`src/rtl/tick_gen_multi_if.sv`:
```
// Divisor-configuration bus for tick_gen_multi: write strobe, target channel,
// new divisor, and the one-cycle accept/reject responses.
interface tick_gen_multi_if #(
  parameter int unsigned N_CH  = 4,
  parameter int unsigned CNT_W = 27
);
  localparam int unsigned CH_W = (N_CH > 1) ? $clog2(N_CH) : 1;

  logic             cfg_we;
  logic [CH_W-1:0]  cfg_ch;
  logic [CNT_W-1:0] cfg_div;
  logic             cfg_ack;
  logic             cfg_err;

  modport master (
    output cfg_we,
    output cfg_ch,
    output cfg_div,
    input  cfg_ack,
    input  cfg_err
  );

  modport slave (
    input  cfg_we,
    input  cfg_ch,
    input  cfg_div,
    output cfg_ack,
    output cfg_err
  );
endinterface

```
`src/rtl/tick_gen_multi.sv`:
```
// Multi-channel programmable clock-enable generator: per-channel divide-by-D
// tick pulse and square wave, with glitch-free divisor updates and phase sync.
module tick_gen_multi #(
  parameter int unsigned            N_CH     = 4,
  parameter int unsigned            CNT_W    = 27,
  parameter logic [N_CH*CNT_W-1:0]  DIV_INIT = {27'd25000000, 27'd50000,
                                                27'd500000,   27'd1000000}
) (
  input  logic             clk,
  input  logic             rst_n,
  input  logic [N_CH-1:0]  en,
  input  logic             sync,
  tick_gen_multi_if.slave  cfg,
  output logic [N_CH-1:0]  tick,
  output logic [N_CH-1:0]  sq
);

  logic wr_ok;
  logic wr_rej;

  // A write is legal only for an existing channel and a divisor of at least 2.
  assign wr_ok  = cfg.cfg_we && (cfg.cfg_div >= CNT_W'(2)) && (32'(cfg.cfg_ch) < N_CH);
  assign wr_rej = cfg.cfg_we && !wr_ok;

  always_ff @(posedge clk or negedge rst_n) begin
    if (!rst_n) begin
      cfg.cfg_ack <= 1'b0;
      cfg.cfg_err <= 1'b0;
    end else begin
      cfg.cfg_ack <= wr_ok;
      cfg.cfg_err <= wr_rej;
    end
  end

  for (genvar i = 0; i < N_CH; i++) begin : g_ch
    logic [CNT_W-1:0] cnt_q;
    logic [CNT_W-1:0] div_q;
    logic [CNT_W-1:0] shd_q;
    logic             pend_q;
    logic             tick_q;
    logic             sq_q;
    logic             wr_hit;
    logic             wrap;
    logic [CNT_W-1:0] div_wrap;
    logic [CNT_W-1:0] cnt_inc;
    logic [CNT_W-1:0] half;

    assign wr_hit   = wr_ok && (32'(cfg.cfg_ch) == 32'(i));
    assign wrap     = (cnt_q == div_q - CNT_W'(1));
    // Divisor in force after a wrap or sync: the shadow only if a write is pending.
    assign div_wrap = pend_q ? shd_q : div_q;
    assign cnt_inc  = wrap ? '0 : cnt_q + CNT_W'(1);
    assign half     = (wrap ? div_wrap : div_q) >> 1;

    always_ff @(posedge clk or negedge rst_n) begin
      if (!rst_n) begin
        cnt_q  <= '0;
        div_q  <= DIV_INIT[i*CNT_W +: CNT_W];
        shd_q  <= DIV_INIT[i*CNT_W +: CNT_W];
        pend_q <= 1'b0;
        tick_q <= 1'b0;
        sq_q   <= 1'b0;
      end else begin
        if (sync) begin
          cnt_q  <= '0;
          div_q  <= div_wrap;
          pend_q <= 1'b0;
          tick_q <= 1'b0;
          sq_q   <= 1'b1;
        end else if (en[i]) begin
          cnt_q  <= cnt_inc;
          tick_q <= wrap;
          sq_q   <= (cnt_inc < half);
          if (wrap) begin
            div_q  <= div_wrap;
            pend_q <= 1'b0;
          end
        end else begin
          tick_q <= 1'b0;
        end
        // A write landing with a wrap/sync becomes the next pending value.
        if (wr_hit) begin
          shd_q  <= cfg.cfg_div;
          pend_q <= 1'b1;
        end
      end
    end

    assign tick[i] = tick_q;
    assign sq[i]   = sq_q;
  end

endmodule

```
`src/flat_wrapper.sv`:
```
// flat-port wrapper written by rule: the top's interface ports become plain ports
module tick_gen_multi_flat 
#(
  parameter int unsigned            N_CH     = 4,
  parameter int unsigned            CNT_W    = 27,
  parameter logic [N_CH*CNT_W-1:0]  DIV_INIT = {27'd25000000, 27'd50000,
                                                27'd500000,   27'd1000000}
)
  (clk, rst_n, en, sync, tick, sq, cfg_cfg_we, cfg_cfg_ch, cfg_cfg_div, cfg_cfg_ack, cfg_cfg_err);
  tick_gen_multi_if #(.N_CH(N_CH), .CNT_W(CNT_W)) cfg_i ();
  input  logic clk;
  input  logic rst_n;
  input  logic [N_CH-1:0] en;
  input  logic sync;
  output logic [N_CH-1:0] tick;
  output logic [N_CH-1:0] sq;
  input wire logic [$bits(cfg_i.cfg_we)-1:0] cfg_cfg_we;
  input wire logic [$bits(cfg_i.cfg_ch)-1:0] cfg_cfg_ch;
  input wire logic [$bits(cfg_i.cfg_div)-1:0] cfg_cfg_div;
  output wire logic [$bits(cfg_i.cfg_ack)-1:0] cfg_cfg_ack;
  output wire logic [$bits(cfg_i.cfg_err)-1:0] cfg_cfg_err;
  assign cfg_i.cfg_we = cfg_cfg_we;
  assign cfg_i.cfg_ch = cfg_cfg_ch;
  assign cfg_i.cfg_div = cfg_cfg_div;
  assign cfg_cfg_ack = cfg_i.cfg_ack;
  assign cfg_cfg_err = cfg_i.cfg_err;
  tick_gen_multi #(.N_CH(N_CH), .CNT_W(CNT_W), .DIV_INIT(DIV_INIT)) u_core (.clk(clk), .rst_n(rst_n), .en(en), .sync(sync), .cfg(cfg_i), .tick(tick), .sq(sq));
endmodule
```
`config.mk`:
```
export PLATFORM = sky130hd
export DESIGN_NAME = tick_gen_multi_flat
export DESIGN_NICKNAME = d
export VERILOG_FILES = /design/src/rtl/tick_gen_multi_if.sv /design/src/rtl/tick_gen_multi.sv /design/src/flat_wrapper.sv
export SDC_FILE = /design/constraint.sdc
export NUM_CORES = 1
export LEC_CHECK = 0
export CAP_MARGIN = 20
export CORE_MARGIN = 2
export CORE_UTILIZATION = 40
export CTS_CLUSTER_DIAMETER = 150
export DETAILED_ROUTE_END_ITERATION = 10
export HOLD_SLACK_MARGIN = 0.02
export PLACE_DENSITY = 0.57
export SLEW_MARGIN = 20
export SYNTH_ARGS = -nofsm -noshare
export SYNTH_HDL_FRONTEND = slang
export SYNTH_SLANG_ARGS = --single-unit
export TNS_END_PERCENT = 5
```
`constraint.sdc`:
```
create_clock -name clk -period 5.7 [get_ports clk]
set_input_delay 1.425 -clock clk [delete_from_list [all_inputs] [get_ports clk]]
set_output_delay 1.425 -clock clk [all_outputs]
set_load 0.01 [all_outputs]
```
==> results of run 1 <==
==> how the worst min path moves through the flow <==
| stage | startpoint | to | slack [ns] | cells after the start |
|---|---|---|---|---|
| finish | u_core.g_ch[1].shd_q[0] | u_core.g_ch[1].div_q[0] | 0.51 | 1 |
| global route | u_core.g_ch[2].shd_q[0] | u_core.g_ch[2].shd_q[0] | 0.52 | 1 |
| CTS | u_core.g_ch[2].shd_q[0] | u_core.g_ch[2].shd_q[0] | 0.51 | 1 |
| detailed placement | u_core.g_ch[2].shd_q[0] | u_core.g_ch[2].shd_q[0] | 0.50 | 1 |
| global placement | u_core.g_ch[0].shd_q[0] | u_core.g_ch[0].shd_q[0] | 0.49 | 1 |
| floorplan | u_core.g_ch[2].shd_q[0] | u_core.g_ch[2].div_q[0] | 0.47 | 1 |
==> placed cells by master (no fill, tap or decap), types with 10 or more instances in the layout <==
master           Yosys  final
a211oi_1            10     10
a21o_1              45     45
a21oi_1            107    107
a22oi_1             11     11
and3_1              38     38
and4_1              13     13
buf_4               16     44
bufinv_16            0     11
clkbuf_16            0     43
clkdlybuf4s50_1      0     44
dfrtp_1            274    274
dfstp_2             64     64
ha_1               108    108
inv_1               53     53
mux2_2             158    158
mux2_4              60     60
mux2i_1            127    127
nand2_1            110    110
nand2b_1            16     16
nand3_1             78     77
nand3b_1            19     19
nand4_1             55     55
nor2_1             225    225
nor2b_1             20     20
nor3_1              85     83
nor4_1              42     41
o21ai_0             64     64
o32ai_1             21     21
or3_1               20     20
or4_1               20     20
xnor2_1            132    132
xor2_1              89     89
==> worst max-delay path, stage by stage, from the launching register on <==
cell	delay, ns
dfrtp_1	0.41
inv_1	0.10
ha_1	0.29
nor4b_4	0.39
and3_1	0.31
a31oi_1	0.11
a2111oi_0	0.53
nand4b_1	0.18
a2111o_1	0.48
nor2_4	0.14
nand2_4	0.16
buf_4	0.26
mux2i_1	0.14
ha_1	0.32
nand4_1	0.14
nor2_1	0.14
nand3_1	0.14
or4_1	0.58
a211o_1	0.28
mux2i_1	0.13
nor2_1	0.06
==> stage by stage <==
| stage | hold slack (ns) | total power, mW | instances |
|---|---|---|---|
| after floorplan | 0.4737 | 5.441 | 2420 |
| after global placement | 0.4893 | 6.198 | 3123 |
| after detailed placement | 0.4961 | 6.274 | 3123 |
| after CTS | 0.5070 | 9.403 | 3199 |
| after global routing | 0.5163 | 9.899 | 3199 |
| final | 0.5093 | 9.355 | 3201 |
==> logic make-up after synthesis <==
group                      count (synthesis)  synth area share [%]
adders and majority gates                108                 5.717
DFF                                      338                 36.12
AOI/OAI and AO/OA                        376                 10.80
muxes                                    345                 16.72
and+or+nand+nor                          813                 18.30
buffers and inverters                    219                 4.150
xor gates and xnor gates                 221                 8.190
==> power groups by stage <==
stage,Combinational [mW],Clock (mW),Sequential (mW)
after floorplan,2.11,0,3.34
after global placement,2.50,0,3.69
after detailed placement,2.56,0,3.71
after CTS,2.58,3.15,3.68
after global routing,2.87,3.25,3.78
final,2.59,3.08,3.69
==> layer usage <==
layer	up-vias	wire, um	track usage (%)
li1	8743	-	-
met2	573	31260	35.97
met4	4	2605	8.824
met3	148	3906	3.093
met5	-	27	0
met1	9299	30440	30.81
==> sequential cells by signal, indices dropped and copies added (netlist names) <==
register            flops
u_core.g_ch.cnt_q     108
u_core.g_ch.tick_q      4
u_core.g_ch.div_q     108
u_core.g_ch.pend_q      4
u_core.cfg.cfg_ack      1
u_core.cfg.cfg_err      1
u_core.g_ch.shd_q     108
u_core.g_ch.sq_q        4
==> area by class of cell <==
type,count,area (um2),area share [%]
diodes,2,5.005,0.01898
clock buffers,54,1177,4.465
clock inverters,22,409.1,1.552
multi-input cells,1863,14170,53.74
inverters,54,202.7,0.7687
repair buffers,95,897.1,3.402
well taps,773,967.2,3.668
flip-flops and latches,338,8538,32.38
==> run metrics, run 1 <==
status=finished, final reports clean; crit path DAT=5.88 ns; DIE HEIGHT=around 250 um; CTS Root Buffer Type=clkbuf_16; Psw=3.152 mW; Setup crit end=u_core.g_ch[0].sq_q; CTS max path bufs=3; vias in the first global route=18290; FFs w/ async S/R, synth=100.0%; terminus of the critical flop-to-flop path=u_core.g_ch[0].sq_q; Setup crit start kind=register; fin area=0.02637 mm2; post-route DRC violation count=0; VDD IR max=0.0002852 V; average size of a mapped cell=9.767 um2; GRT Total Usage=22.53%; Data required, critical path=6.15 ns; final net count=2539; initial antenna violation count=6; Inserted Clock Buffers=42; CTS H-tree depth=2; cell count after synthesis=2420; crit-path max FO=12; largest area contributor in the netlist=dfrtp_1; Layout area overhead=11.56%; Crit. Startpoint=u_core.g_ch[0].div_q[1]; number of flops mapped to enable cells by yosys=0; most common cell in the synthesized netlist=dfrtp_1; Reg2Reg Depth=20; RSZ-0062 raised after global routing=no; via count=18770; Seq pwr share=39.4%; count of input and output buffers=46; share of the synthesized area in the top cell type=between 20 and 30%; placed inst area=between 0.02 and 0.025 mm2; Core Util, Final=44.93%; Iter 0 DRT Violations=1343; Overflow after GRT=0; Relative slew margins=29.29%; path type of the worst setup path=reg -> reg; layout cells sized above 1=18.63%; Switching Share=33.69%; fin crit period=~5.4 ns; row cnt=89; hold crit path type=reg -> reg; Sink Count=338; Slew Viols, Final=0; Post-CTS Setup Repair Bufs=0; WL/cell=21.32 um; Setup violations, final=0; leakage=11.68 nW; R2R Setup Slk=0.27 ns; max cap viols=0; clock share of power=about a third; Setup WS pre-CTS=0.2409 ns; Die X=247.1 um; FF-to-FF Start=u_core.g_ch[0].div_q[1]; Logic pwr share=27.7%; Starting Density=between 40% and 50%; Power Density=between 300 and 400 mW/mm2; Main synth FF type=dfrtp_1; Layout Skew=0.02026 ns; routability congestion estimate=around 0.96; hpwl dp=49.49 mm; core area=0.05869 mm2; CTS Hold Buffers Added=0; fin crit share=a little over nine tenths; Worst Slack Setup Final=approximately 0.27 ns; Yosys cell types=94; Seq/Total Area, Yosys=36.12%; Worst-Margin Slew=1.051 ns; Clock Latency Late Sink=between 0.5 and 0.6 ns; endpoint class of the critical path=register; Die ar.=0.06105 mm2; Fin. Hold Viols=0; Post-Syn Area=between 0.02 and 0.025 mm2; largest net degree at the start of global routing=113; Area contributors post-synth=dfrtp_1, mux2_2, dfstp_2; max frequency=~0.18 GHz; Ports=47; TritonCTS clock tree=done; count of TritonRoute iterations in the first routing pass=5; Yosys warning count=0; Vias/cell=5.863; Fillers=approximately 5500; Post-DRT Antenna Nets=0; DRT Wirelength=slightly below 70 mm; Yosys reg bits=338; first-pass GRT wire length=107.3 mm; Resize count post-CTS=0; setup tns final=0 ns; Post-synth top cells=dfrtp_1, nor2_1, mux2_2; Clock transition at path regs=0.06 ns; Syn Nets=2565; Int Pwr=just over 6 mW
Power figures use the tool's default switching activity.
==> inputs of run 2 (changes only) <==
SLEW_MARGIN = not set   (was 20)
==> results of run 2 <==
Final layout, timing and power as in run 1 (identical DEF).
==> inputs of run 3 (changes only) <==
CAP_MARGIN = 15   (was 20)
==> results of run 3 <==
Final layout, timing and power as in run 1 (identical DEF).
==> patch (config.mk and constraints of run 3) <==
Make the reset (`rst_n`) synchronous in 2 clocked blocks.
--- a/src/rtl/tick_gen_multi.sv
+++ b/src/rtl/tick_gen_multi.sv
@@ -22,7 +22,7 @@
   assign wr_ok  = cfg.cfg_we && (cfg.cfg_div >= CNT_W'(2)) && (32'(cfg.cfg_ch) < N_CH);
   assign wr_rej = cfg.cfg_we && !wr_ok;
 
-  always_ff @(posedge clk or negedge rst_n) begin
+  always_ff @(posedge clk) begin
     if (!rst_n) begin
       cfg.cfg_ack <= 1'b0;
       cfg.cfg_err <= 1'b0;
@@ -52,7 +52,7 @@
     assign cnt_inc  = wrap ? '0 : cnt_q + CNT_W'(1);
     assign half     = (wrap ? div_wrap : div_q) >> 1;
 
-    always_ff @(posedge clk or negedge rst_n) begin
+    always_ff @(posedge clk) begin
       if (!rst_n) begin
         cnt_q  <= '0;
         div_q  <= DIV_INIT[i*CNT_W +: CNT_W];
Formal check against the unedited RTL: differs if rst_n is asserted again (counterexample within 4 cycles, from zero or initial values and one cycle with rst_n low); with rst_n held inactive, the same outputs for 4 cycles.
==> patch against run 3 <==
Sequential cell count did not move; synthesized cell count rose by 25%; area after synthesis fell by 2.9%; critical path depth fell by 1; critical endpoint is now u_core.g_ch[3].sq_q; final area fell by 4.0%; worst setup slack got worse by 0.0066 ns; routed wire length rose by 6.0%; maximum frequency fell by 0.12%; clock skew fell by 0.0036 ns.
Power is not compared: it rests on default switching activity, and its combinational part moved more than twofold at a synthesized area within 25%.
==> patch: results (changes against run 3) <==
Status -> complete, no violations
CP arrival -> 5.93 ns (+0.05 ns)
Worst R2R Start -> u_core.g_ch[3].div_q[1]
Largest net degree at the start of global routing -> 79 (-30%)
Share of layout cells above drive strength 1 -> 6.45% (-12 points)
Post-DP HPWL -> 52.6 mm (+6.2%)
First-pass GRT wire length -> 114 mm (+6.3%)
Reg2reg path depth -> 19 (-5.0%)
Max stage delay on crit path -> 0.53 ns (-0.05 ns)
Number of vias per cell -> 5.78 (-1.4%)
Routed WL -> 72.3 mm (+6.0%)
Initial DRC count -> 1769 (+32%)
Yosys cell types -> 92 (-2.1%)
Clk_skew -> 0.0166 ns (-0.00362 ns)
Vias in the first global route -> 20200 (+11%)
FFs w/ async S/R, synth -> 0% (-100 points)
Antenna cell count -> 0 (-2)
Synth cell count leaders -> 479 x nand2_1, 338 x dfxtp_1, 272 x nor2_1
Synth top area cells -> dfxtp_1 29%, nand2_1 7.8%, mux2i_1 7.5%
GR Util All Layers -> 23.8% (+1.3 points)
Placed Cells -> 3643 (+17%)
Nets -> 3077 (+21%)
Syn nets -> 3163 (+23%)
Synth Flop Type -> dfxtp_1
Post-synthesis sequential area ratio -> 29.5% (-6.6 points)
Initial antenna violation count -> 3 (-3)
Place WS -> 0.301 ns (+0.0604 ns)
Gpl congestion -> 0.916 (-5.1%)
Crit-path max FO -> 46 (+34)
-- patch: cell families after synthesis --
kind of cell    after synthesis  synth area share (%)
compound gates              580                  16.1
xor+xnor                    206                  7.86
flops                       338                  29.5
simple gates               1322                  27.9
mux                         173                  7.55
buf+inv                     291                  5.28
fa+ha+maj                   108                  5.89
-- patch: what timing repair did --
item,in CTS,in global routing
resized for setup,0,3
hold buffers,0,0
endpoints found under the hold margin,0,0
setup endpoints to repair,0,3
setup buffers,0,1
-- patch: worst min-delay path by stage --
stage | startpoint | endpoint | slack (ns) | cells past startpoint
5_1_grt | u_core.g_ch[3].shd_q[0] | u_core.g_ch[3].shd_q[0] | 0.49 | 2
3_3_place_gp | u_core.g_ch[3].shd_q[0] | u_core.g_ch[3].shd_q[0] | 0.45 | 2
2_1_floorplan | u_core.g_ch[2].shd_q[0] | u_core.g_ch[2].shd_q[0] | 0.44 | 2
3_5_place_dp | u_core.g_ch[0].shd_q[0] | u_core.g_ch[0].shd_q[0] | 0.45 | 2
6_report | u_core.g_ch[3].shd_q[0] | u_core.g_ch[3].shd_q[0] | 0.46 | 2
4_1_cts | u_core.g_ch[3].shd_q[0] | u_core.g_ch[3].shd_q[0] | 0.46 | 2
-- patch: per-layer routing --
metal | wire length [microns] | part of all wire (%) | global-route usage (%)
met5 | 36 | 0.050 | 0
met4 | 1280 | 1.8 | 5.63
met3 | 4120 | 5.7 | 3.69
met2 | 33800 | 47 | 39.5
met1 | 33100 | 46 | 32.5
-- patch: through the flow --
stage | util, % | hold WS (ns) | power [mW] | cell area [sq um]
floorplan | - | 0.436 | 2.68 | 23000
detailed placement | 42.2 | 0.448 | 2.83 | 23900
finish | 44.7 | 0.457 | 5.58 | 25300
global placement | 42.2 | 0.446 | 2.83 | 23900
CTS | 44.7 | 0.459 | 5.64 | 25300
global route | 44.7 | 0.486 | 5.77 | 25300
-- patch: worst max-delay path: cells and delay by family (launching register included) --
family | cells | cell delay, ns
AO/OA/AOI/OAI | 10 | 2.21
adder cells (fa/ha/maj) | 2 | 0.61
buffers and inverters | 2 | 0.54
flip-flops | 1 | 0.34
AND/OR/NAND/NOR | 5 | 1.66
-- patch: area by class of cell --
type,instances,area [sq um]
inverters,56,211
fillers,5793,31300
clock inverters,22,255
well taps,756,946
clock buffers,51,1170
flip-flops and latches,338,6770
multi-input cells,2389,15000
repair buffers,106,932
-- patch: power by group through the flow --
stage / sequential, mW / combinational (mW) / clock, mW
final: 2.45 / 0.334 / 2.79
after global routing: 2.46 / 0.362 / 2.95
after CTS: 2.45 / 0.330 / 2.86
after detailed placement: 2.51 / 0.329 / 0
after global placement: 2.50 / 0.324 / 0
after floorplan: 2.48 / 0.202 / 0
